## config.mk

```make
export PLATFORM = sky130hd
export DESIGN_NAME = rpn_eval
export DESIGN_NICKNAME = d
export VERILOG_FILES = /design/src/rtl/rpn_pkg.sv /design/src/rtl/rpn_divider.sv /design/src/rtl/rpn_eval.sv
export SDC_FILE = /design/constraint.sdc
export NUM_CORES = 1
export LEC_CHECK = 0
export BUFFER_PORTS_ARGS = -buffer_cell sky130_fd_sc_hd__buf_4
export CAP_MARGIN = 20
export CORE_ASPECT_RATIO = 1.1
export CORE_MARGIN = 2
export CORE_UTILIZATION = 38
export CTS_CLUSTER_SIZE = 28
export DETAILED_ROUTE_END_ITERATION = 10
export GPL_TIMING_DRIVEN = 1
export SYNTH_ARGS = -nofsm -noshare
export SYNTH_HDL_FRONTEND = slang
export SYNTH_SLANG_ARGS = --single-unit
export TNS_END_PERCENT = 100
```

## constraint.sdc

```tcl
create_clock -name clk -period 8.9 [get_ports clk]
set_input_delay 0.89 -clock clk [delete_from_list [all_inputs] [get_ports clk]]
set_output_delay 0.89 -clock clk [all_outputs]
set_load 0.1 [all_outputs]
```

## src/rtl/rpn_pkg.sv

```systemverilog
`default_nettype none
// +----------------------------------------------------------------------+
// | rpn_pkg                                                              |
// | Shared ASCII constants, FSM state and error-cause types for rpn_eval |
// | Rev 1.0                                                              |
// +----------------------------------------------------------------------+
package rpn_pkg;

  localparam logic [7:0] CH_0     = 8'h30;
  localparam logic [7:0] CH_PLUS  = 8'h2B;
  localparam logic [7:0] CH_MINUS = 8'h2D;
  localparam logic [7:0] CH_MUL   = 8'h2A;
  localparam logic [7:0] CH_DIV   = 8'h2F;
  localparam logic [7:0] CH_EQU   = 8'h3D;
  localparam logic [7:0] CH_SPACE = 8'h20;
  localparam logic [7:0] CH_LF    = 8'h0A;
  localparam logic [7:0] CH_E     = 8'h45;

  typedef enum logic [1:0] {
    S_IN   = 2'd0,
    S_DIV  = 2'd1,
    S_CONV = 2'd2,
    S_OUT  = 2'd3
  } state_t;

  typedef enum logic [2:0] {
    ERR_NONE         = 3'd0,
    ERR_UNDERFLOW    = 3'd1,
    ERR_OVERFLOW     = 3'd2,
    ERR_DIV_ZERO     = 3'd3,
    ERR_DEPTH        = 3'd4,
    ERR_DIV_DISABLED = 3'd5
  } err_t;

  // ceil(w * log10(2)) using a fixed-point log10(2) = 0.30103
  function automatic int calc_ndig(input int w);
    return (w * 30103 + 99999) / 100000;
  endfunction

endpackage
`default_nettype wire

```

## src/rtl/rpn_divider.sv

```systemverilog
`default_nettype none
// +----------------------------------------------------------------------+
// | rpn_divider                                                          |
// | Iterative unsigned restoring divider, WIDTH cycles, start/done       |
// | Rev 1.0                                                              |
// +----------------------------------------------------------------------+
module rpn_divider #(
  parameter int WIDTH = 16
) (
  input  logic             clk,
  input  logic             reset,
  input  logic             start,
  input  logic [WIDTH-1:0] dividend,
  input  logic [WIDTH-1:0] divisor,
  output logic [WIDTH-1:0] quotient,
  output logic [WIDTH-1:0] remainder,
  output logic             done
);
  localparam int CW = $clog2(WIDTH + 1);

  logic [WIDTH-1:0] quo_q, quo_d, rem_q, rem_d, dvs_q, dvs_d;
  logic [CW-1:0]    cnt_q, cnt_d;
  logic             done_q, done_d;
  logic [WIDTH:0]   w_shift, w_trial;

  always_comb begin
    quo_d   = quo_q;
    rem_d   = rem_q;
    dvs_d   = dvs_q;
    cnt_d   = cnt_q;
    done_d  = 1'b0;
    w_shift = {rem_q, quo_q[WIDTH-1]};
    w_trial = w_shift - {1'b0, dvs_q};
    if (start) begin
      quo_d = dividend;
      rem_d = '0;
      dvs_d = divisor;
      cnt_d = CW'(WIDTH);
    end else if (cnt_q != '0) begin
      // Remainder stays below the divisor, so bit WIDTH of the trial is the borrow
      if (!w_trial[WIDTH]) begin
        rem_d = w_trial[WIDTH-1:0];
        quo_d = {quo_q[WIDTH-2:0], 1'b1};
      end else begin
        rem_d = w_shift[WIDTH-1:0];
        quo_d = {quo_q[WIDTH-2:0], 1'b0};
      end
      cnt_d  = cnt_q - CW'(1);
      done_d = (cnt_q == CW'(1));
    end
  end

  always_ff @(posedge clk or negedge reset) begin
    if (!reset) begin
      quo_q  <= '0;
      rem_q  <= '0;
      dvs_q  <= '0;
      cnt_q  <= '0;
      done_q <= 1'b0;
    end else begin
      quo_q  <= quo_d;
      rem_q  <= rem_d;
      dvs_q  <= dvs_d;
      cnt_q  <= cnt_d;
      done_q <= done_d;
    end
  end

  assign quotient  = quo_q;
  assign remainder = rem_q;
  assign done      = done_q;

endmodule
`default_nettype wire

```

## src/rtl/rpn_eval.sv

```systemverilog
`default_nettype none
// +----------------------------------------------------------------------+
// | rpn_eval                                                             |
// | RPN evaluator: ASCII token stream in, signed decimal result out.     |
// | Define RPN_EVAL_DIV_EN to enable the '/' operator.                   |
// | Rev 1.0                                                              |
// +----------------------------------------------------------------------+
module rpn_eval
  import rpn_pkg::*;
#(
  parameter int WIDTH = 16,
  parameter int DEPTH = 8
) (
  input  logic       clk,
  input  logic       reset,
  input  logic       in_stb,
  input  logic [7:0] in_char,
  output logic       in_ack,
  output logic       out_stb,
  output logic [7:0] out_char,
  input  logic       out_ack
);
  localparam int NDIG = calc_ndig(WIDTH);
  localparam int AW   = (DEPTH > 1) ? $clog2(DEPTH) : 1;
  localparam int SW   = $clog2(DEPTH + 1);
  localparam int DW   = $clog2(NDIG + 1);
  localparam int DIW  = (NDIG > 1) ? $clog2(NDIG) : 1;

  state_t           state_q, state_d;
  err_t             err_q, err_d;
  logic [WIDTH-1:0] stack_q [DEPTH];
  logic [WIDTH-1:0] stack_d [DEPTH];
  logic [SW-1:0]    sp_q, sp_d;
  logic [WIDTH-1:0] acc_q, acc_d;
  logic             pending_q, pending_d;
  logic             div_neg_q, div_neg_d;
  logic             sign_q, sign_d;
  logic [3:0]       dig_q [NDIG];
  logic [3:0]       dig_d [NDIG];
  logic [DW-1:0]    ndig_q, ndig_d, left_q, left_d;
  logic             out_stb_q, out_stb_d;
  logic [7:0]       out_char_q, out_char_d;

  logic             div_start, div_done;
  logic [WIDTH-1:0] div_dividend, div_divisor, div_quo, div_rem;

  logic             w_xfer_in, w_is_digit, w_is_op, w_full, w_under, w_eq_ok, w_div_go;
  logic [SW-1:0]    w_cnt;
  logic [AW-1:0]    w_i1, w_i2, w_slot;
  logic [WIDTH-1:0] w_a, w_b, w_res, w_abs_a, w_abs_b, w_q_fix;
  logic [3:0]       w_digit;

  rpn_divider #(.WIDTH(WIDTH)) u_div (
    .clk       (clk),
    .reset     (reset),
    .start     (div_start),
    .dividend  (div_dividend),
    .divisor   (div_divisor),
    .quotient  (div_quo),
    .remainder (div_rem),
    .done      (div_done)
  );

  // Operand view with any pending literal treated as already pushed
  always_comb begin
    w_xfer_in  = in_stb && (state_q == S_IN);
    w_is_digit = (in_char >= CH_0) && (in_char <= CH_0 + 8'd9);
    w_is_op    = (in_char == CH_PLUS) || (in_char == CH_MINUS) || (in_char == CH_MUL);
    w_i1       = AW'(sp_q - SW'(1));
    w_i2       = AW'(sp_q - SW'(2));
    w_full     = pending_q && (sp_q == SW'(DEPTH));
    w_cnt      = sp_q + SW'(pending_q);
    w_under    = (w_cnt < SW'(2));
    w_b        = pending_q ? acc_q : stack_q[w_i1];
    w_a        = pending_q ? stack_q[w_i1] : stack_q[w_i2];
    w_slot     = pending_q ? w_i1 : w_i2;
    w_abs_a    = w_a[WIDTH-1] ? -w_a : w_a;
    w_abs_b    = w_b[WIDTH-1] ? -w_b : w_b;
    w_eq_ok    = (err_q == ERR_NONE) && !w_full && (w_cnt == SW'(1));
    w_q_fix    = div_neg_q ? -div_quo : div_quo;
    w_digit    = (div_rem < WIDTH'(10)) ? div_rem[3:0] : 4'd9;
    w_res      = w_a + w_b;
    if (in_char == CH_MINUS)
      w_res = w_a - w_b;
    else if (in_char == CH_MUL)
      w_res = w_a * w_b;
  end

`ifdef RPN_EVAL_DIV_EN
  assign w_div_go = w_xfer_in && (in_char == CH_DIV) && (err_q == ERR_NONE) &&
                    !w_full && !w_under && (w_b != '0);
`else
  assign w_div_go = 1'b0;
`endif

  always_comb begin
    state_d = state_q;
    case (state_q)
      S_IN: begin
        if (w_xfer_in && (in_char == CH_EQU))
          state_d = w_eq_ok ? S_CONV : S_OUT;
        else if (w_div_go)
          state_d = S_DIV;
      end
      S_DIV:   if (div_done) state_d = S_IN;
      S_CONV:  if (div_done && (div_quo == '0)) state_d = S_OUT;
      default: if (out_stb_q && out_ack && (out_char_q == CH_LF)) state_d = S_IN;
    endcase
  end

  always_comb begin
    err_d        = err_q;
    stack_d      = stack_q;
    sp_d         = sp_q;
    acc_d        = acc_q;
    pending_d    = pending_q;
    div_neg_d    = div_neg_q;
    sign_d       = sign_q;
    dig_d        = dig_q;
    ndig_d       = ndig_q;
    left_d       = left_q;
    out_stb_d    = out_stb_q;
    out_char_d   = out_char_q;
    div_start    = 1'b0;
    div_dividend = div_quo;
    div_divisor  = WIDTH'(10);
    case (state_q)
      S_IN: begin
        if (w_xfer_in && (in_char == CH_EQU)) begin
          acc_d     = '0;
          pending_d = 1'b0;
          if (w_eq_ok) begin
            div_start    = 1'b1;
            div_dividend = w_abs_b;
            sign_d       = w_b[WIDTH-1];
            ndig_d       = '0;
            sp_d         = '0;
          end else begin
            out_stb_d  = 1'b1;
            out_char_d = CH_E;
            sign_d     = 1'b0;
            left_d     = '0;
            if (err_q == ERR_NONE)
              err_d = w_full ? ERR_OVERFLOW : ERR_DEPTH;
          end
        end else if (w_xfer_in && (err_q == ERR_NONE)) begin
          if (w_is_digit) begin
            acc_d     = acc_q * WIDTH'(10) + WIDTH'(in_char[3:0]);
            pending_d = 1'b1;
          end else if (in_char == CH_SPACE) begin
            if (pending_q) begin
              if (w_full) begin
                err_d = ERR_OVERFLOW;
              end else begin
                stack_d[AW'(sp_q)] = acc_q;
                sp_d               = sp_q + SW'(1);
              end
              acc_d     = '0;
              pending_d = 1'b0;
            end
          end else if (w_is_op) begin
            acc_d     = '0;
            pending_d = 1'b0;
            if (w_full)
              err_d = ERR_OVERFLOW;
            else if (w_under)
              err_d = ERR_UNDERFLOW;
            else begin
              stack_d[w_slot] = w_res;
              sp_d            = w_cnt - SW'(1);
            end
          end else if (in_char == CH_DIV) begin
`ifdef RPN_EVAL_DIV_EN
            acc_d     = '0;
            pending_d = 1'b0;
            if (w_full)
              err_d = ERR_OVERFLOW;
            else if (w_under)
              err_d = ERR_UNDERFLOW;
            else if (w_b == '0)
              err_d = ERR_DIV_ZERO;
            else begin
              // Magnitudes go to the divider; the sign is restored on completion
              div_start    = 1'b1;
              div_dividend = w_abs_a;
              div_divisor  = w_abs_b;
              div_neg_d    = w_a[WIDTH-1] ^ w_b[WIDTH-1];
              sp_d         = w_cnt - SW'(2);
            end
`else
            err_d = ERR_DIV_DISABLED;
`endif
          end
        end
      end
      S_DIV: begin
        if (div_done) begin
          stack_d[AW'(sp_q)] = w_q_fix;
          sp_d               = sp_q + SW'(1);
        end
      end
      S_CONV: begin
        if (div_done) begin
          dig_d[DIW'(ndig_q)] = w_digit;
          ndig_d              = ndig_q + DW'(1);
          if (div_quo != '0)
            div_start = 1'b1;
          else
            left_d = ndig_q + DW'(1);
        end
      end
      default: begin
        // out_stb_q low here only on entry from conversion: load the first character
        if (!out_stb_q || out_ack) begin
          if (out_stb_q && (out_char_q == CH_LF)) begin
            out_stb_d = 1'b0;
            sp_d      = '0;
            acc_d     = '0;
            pending_d = 1'b0;
            err_d     = ERR_NONE;
          end else begin
            out_stb_d = 1'b1;
            if (sign_q) begin
              out_char_d = CH_MINUS;
              sign_d     = 1'b0;
            end else if (left_q != '0) begin
              out_char_d = CH_0 + {4'b0000, dig_q[DIW'(left_q - DW'(1))]};
              left_d     = left_q - DW'(1);
            end else begin
              out_char_d = CH_LF;
            end
          end
        end
      end
    endcase
  end

  always_ff @(posedge clk or negedge reset) begin
    if (!reset) begin
      state_q    <= S_IN;
      err_q      <= ERR_NONE;
      sp_q       <= '0;
      acc_q      <= '0;
      pending_q  <= 1'b0;
      div_neg_q  <= 1'b0;
      sign_q     <= 1'b0;
      ndig_q     <= '0;
      left_q     <= '0;
      out_stb_q  <= 1'b0;
      out_char_q <= 8'h00;
    end else begin
      state_q    <= state_d;
      err_q      <= err_d;
      sp_q       <= sp_d;
      acc_q      <= acc_d;
      pending_q  <= pending_d;
      div_neg_q  <= div_neg_d;
      sign_q     <= sign_d;
      ndig_q     <= ndig_d;
      left_q     <= left_d;
      out_stb_q  <= out_stb_d;
      out_char_q <= out_char_d;
    end
  end

  // Storage arrays need no reset: sp_q and ndig_q/left_q qualify every read
  always_ff @(posedge clk) begin
    stack_q <= stack_d;
    dig_q   <= dig_d;
  end

  always_comb begin
    in_ack   = (state_q == S_IN);
    out_stb  = out_stb_q;
    out_char = out_char_q;
  end

endmodule
`default_nettype wire
```

==> out/metrics.cfg <==
[outcome]
status=finished, final reports clean

[critical_path]
critPathRequiredTime_ns=9.14
critPathMaxFanout=16
crit_type=reg -> reg
max_stage_delay_ns=0.62
cpMaxStageDelayCell=a221oi_2
critPathCaptureType=flip-flop
crit_buf_inv=5
cp.depth=26
arrival_ns=8.65
cp_top_family=adder cells
crit_path_start_kind=flip-flop
ff2ff_path_depth=26

[global_routing]
antenna_found_initial=0
grt_pass1_vias=17600
grt_overflow=0
grt_max_degree=93
grt_pass1_wl_mm=104
grtUsageTotal_pct=24.9

[clock_tree]
ctsHoldBuffers=0
clk_pin_slew_worst_paths_ns=0.07
cts_resized=0
cts_tree=yes
clock_sinks=228
worstSkewPairLatency_ns=0.57
clockBufferDepth=3
h-tree-depth=1
post-cts-setup-buffers=0
cts-root-buf=clkbuf_16
cts_buffers=25

[cells_and_area]
seqCellArea_sq_um=6450
multiInputGateArea_sq_um=12600
n_antenna_cell=0
fin_nets=2341
syn2layout_area_growth_pct=9.41
drive_above_1_share_pct=12.3
nFillCells=5087

[place]
dp_hpwl_mm=49.3
place_congestion=0.983
io_buffers=20

[logic_synthesis]
synth_cells=2112
syn_avg_cell_area_sq_um=9.57
syn_nets=2337
synth_top_flop_cell=edfxtp_1
ys_seq_area_share_pct=31.9
ys_ff_latch=228
ys_types=79
synth_top_area_share_pct=22.0
yosys_warnings=0
synth_area_leaders=edfxtp_1 22%, dfrtp_1 9.9%, fa_1 8.3%
syn-cell-area_sq_um=20200
synth_edf_count=148
synthArstFlopShare_pct=35.1
synth_top_area_cell=edfxtp_1

[timing]
final-hold-violation-count=0
fin_setup_tns_ns=0
worst_pin_slew_ns=1.22
slew_headroom_pct=18.7
setup_violations=0
finalMaxSlewViolations=0
rsz0062_at_grt=false
fin_crit_sh_pct=94.4
max_freq_ghz=0.119
post-route-min-period_ns=8.41
finalClockSkew_ns=0.0243

[drt]
routed_via_density=6.20
first_pass_iters=6
vias=17400
routed_wl_mm=69.1
remaining_drc_errors=0
drt-initial-drc-count=2048
ant_nets=0
wire_per_inst_um=24.6

[floorplan]
die_area_sq_um=55000
std_cell_rows=88
core_sq_um=52500
io_pins=22
die_y_um=246
initial_core_util_pct=38.5
die_w_um=224

[worst_hold_path]
hold_path_class=in -> async

[flow_run]
cap_violations=0

-- area by class of cell --
class	count	area share (%)
multi-input combinational	1580	57.0
clock buffer	26	2.85
tap	675	3.82
inverter	196	3.33
clock inverter	20	0.832
sequential	228	29.2
timing repair buffer	85	2.94
-- cells in the final DEF (no fill, tap or decap), drive strengths merged, types with 55 or more instances in the layout --
cell type / netlist / final
o22ai: 130 / 130
a21oi: 115 / 115
buf: 28 / 85
inv: 193 / 202
ha: 129 / 129
nor2: 204 / 204
a22oi: 55 / 55
mux4: 68 / 68
xnor2: 68 / 68
o21ai: 86 / 86
nand2: 225 / 225
fa: 84 / 84
edfxtp: 148 / 148
dfrtp: 80 / 80
-- cell usage after synthesis, types with 18 or more instances --
cell type,instances
o22a_1,18
and2_1,21
nor3_1,30
clkbuf_1,80
a22oi_1,55
inv_1,189
edfxtp_1,148
mux2_2,25
mux2i_1,28
nand3_1,29
fa_1,84
xnor2_1,68
nand2_1,225
mux4_2,68
ha_1,129
dfrtp_1,80
nor2_1,204
o21ai_0,83
nor4_1,18
o22ai_1,130
a21oi_1,114
xor2_1,19
-- final timing paths --
path | from | endpoint | slack [ns]
max reg2reg | sp_q[0] | stack_q[31] | 0.49
min | reset | out_char[2] | 0.13
max in group asynchronous | reset | sp_q[0] | 7.53
max | sp_q[0] | stack_q[31] | 0.49
min in group clk | out_char[1] | out_char[1] | 0.51
min reg2reg | out_char[1] | out_char[1] | 0.51
-- kinds of logic after synthesis --
kind of cell	synth area share, %
other	0.0186
buffers and inverters	6.06
muxes	10.8
adders and majority gates	16.3
and+or+nand+nor	13.2
DFF	31.9
xor gates and xnor gates	4.19
AOI/OAI and AO/OA	17.5
-- through the flow --
| stage | area, sq um | worst slack (ns) | utilization [%] | hold slack (ns) | cells |
|---|---|---|---|---|---|
| after floorplan | 20200 | 0.0279 | - | 0.459 | 2112 |
| after CTS | 22100 | 0.570 | 42.1 | 0.113 | 2808 |
| after detailed placement | 21300 | 0.649 | 40.5 | 0.503 | 2762 |
| after global placement | 21300 | 0.613 | 40.5 | 0.486 | 2761 |
| final | 22100 | 0.495 | 42.1 | 0.127 | 2810 |
| after global routing | 22100 | 0.0349 | 42.1 | 0.122 | 2810 |
-- sequential cells by signal (all words and copies together), names as in the netlist --
register,cells
u_div.quotient,16
sign_q,1
u_div.remainder,16
pending_q,1
sp_q,4
out_char,7
stack_q,128
ndig_q,3
out_stb,1
state_q,2
u_div.cnt_q,5
dig_q,20
u_div.dvs_q,1
u_div.done,1
err_q,3
acc_q,16
left_q,3
-- layer usage --
metal / vias up / track usage (%) / share of wire, %
met5: - / 0 / 0
met2: 951 / 41.2 / 46
met4: 0 / 12.6 / 5.3
met1: 8569 / 31.2 / 39
met3: 208 / 4.59 / 9.6
li1: 7680 / - / -
Power is not shown: default switching activity piles up to over one toggle a cycle in this logic, so the estimate is an artifact.
